**config.mk**
```make
export PLATFORM = sky130hd
export DESIGN_NAME = best_nofm_busy
export DESIGN_NICKNAME = d
export VERILOG_FILES = /design/src/rtl/best_nofm_busy.sv
export SDC_FILE = /design/constraint.sdc
export NUM_CORES = 2
export LEC_CHECK = 0
export CAP_MARGIN = 20
export CORE_ASPECT_RATIO = 1.4
export CORE_UTILIZATION = 35
export CTS_CLUSTER_DIAMETER = 80
export CTS_CLUSTER_SIZE = 20
export DETAILED_ROUTE_END_ITERATION = 7
export PLACE_DENSITY_LB_ADDON = 0.25
export SYNTH_ARGS = -nofsm -noshare
export SYNTH_HDL_FRONTEND = slang
export SYNTH_SLANG_ARGS = --single-unit
```
**constraint.sdc**
```tcl
create_clock -name clock -period 21.5 [get_ports clock]
set_input_delay 6.45 -clock clock [delete_from_list [all_inputs] [get_ports clock]]
set_output_delay 6.45 -clock clock [all_outputs]
set_load 0.03 [all_outputs]
```
**src/rtl/best_nofm_busy.sv**
```systemverilog
// best_nofm_busy: captures one set of key pattern words and extracts up to NBEST
// best keys in rank order, one pairwise-tree pass per cycle, blanking winners' neighbours.
`default_nettype none

module best_nofm_busy #(
  parameter int MXKEY  = 32,
  parameter int MXKEYB = $clog2(MXKEY),
  parameter int MXPATB = 7,
  parameter int MXPATC = 3,
  parameter int NBEST  = 2,
  parameter int NFB    = $clog2(NBEST + 1),
  parameter int BLANK  = 1
) (
  input  logic                      clock,
  input  logic                      reset_n,
  input  logic                      start,
  input  logic [MXKEY*MXPATB-1:0]   pat_in,
  input  logic [MXKEY*MXPATC-1:0]   carry_in,
  input  logic [MXKEY-1:0]          bsy_in,
  input  logic [MXPATB-2:0]         thresh,
  output logic                      busy,
  output logic                      start_lost,
  output logic                      best_vld,
  output logic [MXPATB-1:0]         best_pat,
  output logic [MXKEYB-1:0]         best_key,
  output logic [MXPATC-1:0]         best_carry,
  output logic [((NBEST > 1) ? $clog2(NBEST) : 1)-1:0] best_rank,
  output logic                      done,
  output logic [NFB-1:0]            nfound
);

  localparam int RKB  = (NBEST > 1) ? $clog2(NBEST) : 1;
  localparam int MXQB = MXPATB - 1;

  localparam logic [1:0] S_IDLE = 2'd0;
  localparam logic [1:0] S_SCAN = 2'd1;
  localparam logic [1:0] S_DONE = 2'd2;

  logic [1:0]              r_state;
  logic [1:0]              w_next;
  logic [MXKEY*MXPATB-1:0] r_pat;
  logic [MXKEY*MXPATC-1:0] r_carry;
  logic [MXQB-1:0]         r_thresh;
  logic [MXKEY-1:0]        r_mask;
  logic [NFB-1:0]          r_cnt;

  // Heap-ordered tree: node n has children 2n (lower keys) and 2n+1; leaves at MXKEY+k.
  logic                    w_nv [2*MXKEY-1:1];
  logic [MXQB-1:0]         w_nq [2*MXKEY-1:2];
  logic [MXKEYB-1:0]       w_nk [2*MXKEY-1:1];

  genvar gk, gn;
  generate
    for (gk = 0; gk < MXKEY; gk++) begin : g_leaf
      logic [MXQB-1:0] w_q;
      assign w_q               = r_pat[gk*MXPATB+1 +: MXQB];
      assign w_nv[MXKEY+gk]    = !r_mask[gk] && (w_q >= r_thresh) && (w_q != '0);
      assign w_nq[MXKEY+gk]    = w_q;
      assign w_nk[MXKEY+gk]    = MXKEYB'(gk);
    end
    for (gn = 1; gn < MXKEY; gn++) begin : g_node
      logic w_left;
      // Ties favour the left child, so equal quality resolves to the lower key.
      assign w_left  = w_nv[2*gn] && (!w_nv[2*gn+1] || (w_nq[2*gn] >= w_nq[2*gn+1]));
      assign w_nv[gn] = w_nv[2*gn] || w_nv[2*gn+1];
      assign w_nk[gn] = w_left ? w_nk[2*gn] : w_nk[2*gn+1];
      if (gn > 1) begin : g_q
        assign w_nq[gn] = w_left ? w_nq[2*gn] : w_nq[2*gn+1];
      end
    end
  endgenerate

  logic                w_win_vld;
  logic [MXKEYB-1:0]   w_win_key;
  logic [MXPATB-1:0]   w_win_pat;
  logic [MXPATC-1:0]   w_win_carry;
  logic [MXKEY-1:0]    w_blank;
  logic                w_take;
  logic                w_finish;

  assign w_win_vld   = w_nv[1];
  assign w_win_key   = w_nk[1];
  assign w_win_pat   = r_pat[w_win_key*MXPATB +: MXPATB];
  assign w_win_carry = r_carry[w_win_key*MXPATC +: MXPATC];

  always_comb begin
    w_blank = '0;
    for (int k = 0; k < MXKEY; k++) begin
      if ((k + BLANK >= int'(w_win_key)) && (k <= int'(w_win_key) + BLANK))
        w_blank[k] = 1'b1;
    end
  end

  always_ff @(posedge clock) begin
    if (!reset_n) r_state <= S_IDLE;
    else          r_state <= w_next;
  end

  always_comb begin
    w_next = r_state;
    case (r_state)
      S_IDLE:  if (start) w_next = S_SCAN;
      S_SCAN:  if (w_finish) w_next = S_DONE;
      S_DONE:  w_next = S_IDLE;
      default: w_next = S_IDLE;
    endcase
  end

  always_comb begin
    busy     = (r_state != S_IDLE);
    w_take   = (r_state == S_SCAN) && w_win_vld;
    w_finish = (r_state == S_SCAN) && (!w_win_vld || (r_cnt == NFB'(NBEST - 1)));
  end

  always_ff @(posedge clock) begin
    if (!reset_n) begin
      r_pat      <= '0;
      r_carry    <= '0;
      r_thresh   <= '0;
      r_mask     <= '0;
      r_cnt      <= '0;
      start_lost <= 1'b0;
      best_vld   <= 1'b0;
      best_pat   <= '0;
      best_key   <= '0;
      best_carry <= '0;
      best_rank  <= '0;
      done       <= 1'b0;
      nfound     <= '0;
    end else begin
      start_lost <= start && (r_state != S_IDLE);
      best_vld   <= w_take;
      done       <= w_finish;
      if ((r_state == S_IDLE) && start) begin
        r_pat    <= pat_in;
        r_carry  <= carry_in;
        r_thresh <= thresh;
        r_mask   <= bsy_in;
        r_cnt    <= '0;
      end
      if (w_take) begin
        best_pat   <= w_win_pat;
        best_key   <= w_win_key;
        best_carry <= w_win_carry;
        best_rank  <= RKB'(r_cnt);
        r_mask     <= r_mask | w_blank;
        r_cnt      <= r_cnt + NFB'(1);
      end
      if (w_finish)
        nfound <= w_take ? (r_cnt + NFB'(1)) : r_cnt;
    end
  end

endmodule

`default_nettype wire

```
---- Word-level counts from Yosys, hierarchy flattened ----
Index checks and enable logic that the tools add are counted.
cells by class
  add/sub/neg operators ................... 2
  multipliers ............................. 2
  order comparisons ....................... 125
  eq/ne operators ......................... 4
  shifts and indexed selects .............. 2
  multiplexer cells ....................... 101
  bitwise logic cells ..................... 1
  reductions and logical operators ........ 292
operators with widths
  cell                                                               number
  less-or-equal comparator 6 x 32 -> 1 bit (first input constant)    15
  greater-or-equal comparator 6 bit                                  63
  less-or-equal comparator 5 x 32 -> 1 bit (first input constant)    8
  variable part select 224 x 9 -> 7 bit                              1
  nonzero test 6 bit                                                 32
  2-to-1 mux 6 bit                                                   30
  logical AND 1 bit                                                  129
  less-or-equal comparator 4 x 32 -> 1 bit (first input constant)    4
  variable part select 96 x 8 -> 3 bit                               1
  greater-or-equal comparator 5 bit (first input constant)           15
  2-to-1 mux 5 bit                                                   15
  less-or-equal comparator 3 x 32 -> 1 bit (first input constant)    2
  zero test 1 bit                                                    64
  2-to-1 mux 32 bit                                                  2
  logical OR 1 bit                                                   63
  2-to-1 mux 1 bit                                                   48
  greater-or-equal comparator 4 x 5 -> 1 bit (first input constant)  8
  less-or-equal comparator 1 x 32 -> 1 bit (first input constant)    1
  less-or-equal comparator 2 x 32 -> 1 bit (first input constant)    1
  bitwise OR 32 bit                                                  1
  greater-or-equal comparator 3 x 5 -> 1 bit (first input constant)  4
  greater-or-equal comparator 2 x 5 -> 1 bit (first input constant)  2
  2-to-1 mux 2 bit                                                   5
  multiplier 5 x 3 -> 8 bit (second input constant)                  1
  other kinds (11)                                                   14
storage, ports and cells
  bits in registers ....................... 383
  output and inout port bits .............. 22
  word-level logic and storage cells ...... 543

---- Depth between registers and ports, before layout ----
  word-level depth ........................ 29
  mapped depth ............................ 66
  gate-level depth less buffers ........... 59

---- Worst setup path before layout ----
Ideal clock, no wire load.
  path kind ............................... register to register
  start point ............................. register r_thresh[0]
  end point ............................... register r_mask[6]
  arrival time ............................ 12196 ps
  slack ................................... 9177 ps
  stages on the path, launching flop included .. 60
  clock period less this slack ............ 12323 ps
  cells stage by stage .................... dfxtp_1 -> ha_1 -> nand2b_1 -> a211oi_1 -> o21ai_0 -> nor4b_1 -> nand3b_1 -> nand2_1 -> o21ai_0 -> ha_1 -> nand2b_1 -> a21o_1 -> a21o_1 -> a21oi_1 -> o311a_1 -> or2_2 -> a21oi_1 -> nor2_1 -> (+24 left out) -> a21o_1 -> a21o_1 -> a21o_1 -> a21o_1 -> o21ai_0 -> o221ai_1 -> a211o_1 -> buf_4 -> inv_2 -> buf_2 -> clkbuf_1 -> ha_1 -> a21o_1 -> clkbuf_1 -> o31ai_2 -> a21oi_2 -> nor4b_1 -> nor3_1
RTL lines
  element                   RTL line  text
  start: declaration        43        logic [MXQB-1:0] r_thresh;
  start signal: assignment  137       r_thresh <= thresh;
  end signal: assignment    138       r_mask <= bsy_in;
  end signal: assignment    146       r_mask <= r_mask | w_blank;
  end: declaration          44        logic [MXKEY-1:0] r_mask;

---- Worst setup path in the final report ----
  start point ............................. register r_thresh[2]
  end point ............................... register r_mask[17]
on the way
  word-level cells in the longest chain between the ends .. 29
  elaborated cells on any way between the ends .. 305
ends and longest elaborated chain
  element                                   RTL line  text
  greater-or-equal comparator 6 bit         57        assign w_nv[MXKEY+gk] = !r_mask[gk] && (w_q >= r_thresh) && (w_q != '0);
  logical AND 1 bit (2 in series)           57
  zero test 1 bit                           64        assign w_left = w_nv[2*gn] && (!w_nv[2*gn+1] || (w_nq[2*gn] >= w_nq[2*gn+1]));
  logical OR 1 bit                          64
  logical AND 1 bit                         64
  2-to-1 mux 6 bit                          68        assign w_nq[gn] = w_left ? w_nq[2*gn] : w_nq[2*gn+1];
  greater-or-equal comparator 6 bit         64
  logical OR 1 bit                          64
  (+12 left out)                            -
  logical AND 1 bit                         64
  2-to-1 mux 5 bit                          66        assign w_nk[gn] = w_left ? w_nk[2*gn] : w_nk[2*gn+1];
  adder 5 x 1 -> 6 bit                      89        if ((k + BLANK >= int'(w_win_key)) && (k <= int'(w_win_key) + BLANK))
  less-or-equal comparator 6 x 32 -> 1 bit  89
  logical AND 1 bit                         89
  2-to-1 mux 1 bit                          89
  bitwise OR 32 bit                         146
  2-to-1 mux 32 bit                         141       if (w_take) begin
Parallel ways exist; a longest one is shown, timed or not.
A chain may end at the register's enable or synchronous reset.

==> results.json <==
{
  "startpoint_type": "flop",
  "yosys_register_bits": 383,
  "gp_congestion": 0.985,
  "dpl.hpwl_mm": 89.4,
  "worst_ep_arrival_time_ns": 15.04,
  "r2r_slack_ns": 6.93,
  "initial_core_util_pct": 35.3,
  "cts_resized": 0,
  "root_buffer": "clkbuf_16",
  "wl_mm": 116,
  "synthAdderAreaFrac_pct": 16.9,
  "viasPerCell": 5.58,
  "yosysTopAreaCell": "dfxtp_1",
  "num_rows": 123,
  "clk_latency_ns": 0.62,
  "num_vias": 28309,
  "ys_async_sr_fraction_pct": 0,
  "drive_gt1_share_pct": 3.84,
  "fin_cells": 5069,
  "crit_slowest_cell": "buf_4",
  "synth-seq-area-share_pct": 27.1,
  "fp.coreArea_mm2": 0.0802,
  "detail_route.iter0.violations": 2197,
  "synth-edff-count": 0,
  "rsz0062_at_grt": "false",
  "period_needed_ns": 14.57,
  "worstHoldPathType": "reg -> reg",
  "hold_buffers": 0,
  "yosys.area_share.simple_pct": 20.7,
  "synth_cell_type_count": 91,
  "finalHoldViolations": 0,
  "synth-compound-area-share_pct": 22.7,
  "dr.pass1.iters": 6,
  "synth_ff_type": "dfxtp_1",
  "drv_cap": 0,
  "cts_made_buffers": 26,
  "min_from": "r_thresh[5]$_SDFFE_PN0P_",
  "die_y_um": 338,
  "netlist.area_leader.share_pct": 27.1,
  "synth_xor_area_share_pct": 0.0619,
  "grtUsageTotal_pct": 27.4,
  "antenna_found_initial": 2,
  "synth.area.mux_share_pct": 7.26,
  "cp.required_ns": 21.97,
  "syn_nets": 4494,
  "clk_pin_slew_ns": 0.09,
  "syn_inst": 3751,
  "reg2reg_depth": 56,
  "grt_max_degree": 110,
  "ys_top_cells_by_area": "dfxtp_1 (27%), ha_1 (17%), nand2_1 (12%)",
  "tns_ns": 0,
  "place_inst": 5030,
  "yosysWarnings": 0,
  "cts.htree.levels": 1,
  "fp.dieW_um": 242,
  "diodes": 0,
  "tightestPinTransition_ns": 1.16,
  "outcome": "complete, no violations",
  "fin_crit_sh_pct": 67.8,
  "clock.fmax_ghz": 0.0686,
  "worstSetupEndpointType": "flop",
  "nets": 4740,
  "drc": 0,
  "port_buffers": 382,
  "relSlewSlack_pct": 22.5,
  "ant_nets": 0,
  "grt_pass1_wl_mm": 173,
  "regToRegEndpoint": "r_mask[17]$_SDFFE_PN0P_",
  "critical_path_class": "reg -> reg",
  "hold_path_end": "r_thresh[5]$_SDFFE_PN0P_",
  "wl_per_cell_um": 22.8,
  "final_util_pct": 42.0,
  "slew_viol_final": 0,
  "netlist_area_mm2": 0.0283,
  "area_growth_pct": 19.1,
  "slowest_delay_ns": 0.76,
  "cp_max_fo": 54,
  "grt_pass1_vias": 27699,
  "cts_tree": "built",
  "io_pins": 383,
  "skew_ns": 0.0335,
  "design.die.area_mm2": 0.0820,
  "post_cts_buffers": 0,
  "cp_common_cell": "a21o_1",
  "cts_num_sinks": 383,
  "worstReg2RegStart": "r_thresh[2]$_SDFFE_PN0P_",
  "cp-startpoint": "r_thresh[2]$_SDFFE_PN0P_",
  "syn_avg_cell_area_um2": 7.54,
  "synth_top_family_by_area": "compound AO/OA/AOI/OAI gates",
  "min_path_cells": 2,
  "setup_viol": 0,
  "grt_overflow": 0,
  "clk_path_buf_depth": 3
}
cell type report:
class	instances	area, um^2
clock buffers	30	697
clock inverters	8	116
fillers	8428	46500
inverters	176	671
multi-input cells	2995	19200
flip-flops and latches	383	7670
well taps	1062	1330
repair buffers	415	4060
logic make-up after synthesis:
group | count (synthesis)
compound gates | 1054
buf+inv | 373
flops | 383
simple gates | 1356
fa+ha+maj | 383
xor+xnor | 2
mux | 200
routing by layer:
metal	routed length [um]	global-route usage, %
met5	12	0
met4	6260	13.7
met3	6690	3.85
met2	56200	48.0
met1	46400	32.5
cell usage in the layout (no fill, tap or decap), types with 39 or more instances in the layout:
master / netlist / layout
nand2_1: 887 / 886
a21oi_1: 494 / 493
dfxtp_1: 383 / 383
ha_1: 382 / 382
clkdlybuf4s50_1: 0 / 381
inv_1: 174 / 174
nor2_1: 169 / 169
mux2i_1: 167 / 167
o21ai_0: 160 / 159
a21o_1: 61 / 60
a31oi_1: 55 / 55
nand2b_1: 55 / 55
a211oi_1: 53 / 53
nor3_1: 52 / 52
nand3_1: 44 / 44
o21a_1: 39 / 39
Yosys cell counts, drive strengths merged, types with 6 or more instances:
master	n
and2	10
o311a	6
o2111ai	6
nand2	887
a31oi	55
buf	46
mux2i	168
and3	30
a311oi	14
o21bai	6
a31o	6
a2111oi	14
o22ai	24
o221ai	8
nor4b	6
clkbuf	151
o21ai	162
ha	382
or2	12
nand3	47
a211oi	54
nor2b	18
o31a	9
a21oi	495
or4	10
o31ai	21
inv	175
nor2	169
o211ai	26
dfxtp	383
a21o	61
nor3	56
o21a	39
mux2	32
nor4	33
a22oi	7
a211o	6
a221oi	7
nand2b	55
sequential cells by signal, summed over array words and instances, names as in the netlist:
name        cells
r_thresh        6
start_lost      1
r_pat         224
best_pat        7
best_key        5
r_state         2
r_carry        96
nfound          2
best_rank       1
r_mask         32
best_carry      3
best_vld        1
r_cnt           2
done            1
through the flow:
stage               hold slack, ns  cell area, um^2  setup slack (ns)
global placement             0.441            32900              7.19
finish                       0.456            33700              6.93
floorplan                    0.433            28300              9.18
global route                 0.473            33700              5.79
detailed placement           0.446            32900              7.06
CTS                          0.458            33700              7.02
worst max-delay path: cells and delay by family (launching register included):
kind	cells	cell delay [ns]
compound gates	32	6.70
fa+ha+maj	6	1.89
buf+inv	5	2.16
flops	1	0.32
mux	1	0.41
simple gates	12	2.88
worst max path at each step:
stage,endpoint,slack (ns)
after floorplan,r_mask[6]$_SDFFE_PN0P_,9.18
after global placement,r_mask[17]$_SDFFE_PN0P_,7.19
after detailed placement,r_mask[17]$_SDFFE_PN0P_,7.06
after CTS,r_mask[17]$_SDFFE_PN0P_,7.02
after global routing,r_mask[17]$_SDFFE_PN0P_,5.79
final,r_mask[17]$_SDFFE_PN0P_,6.93
Power is left out: the tool's default activity adds up to more than one toggle a clock period on the data nets, which glitch-free logic cannot reach.
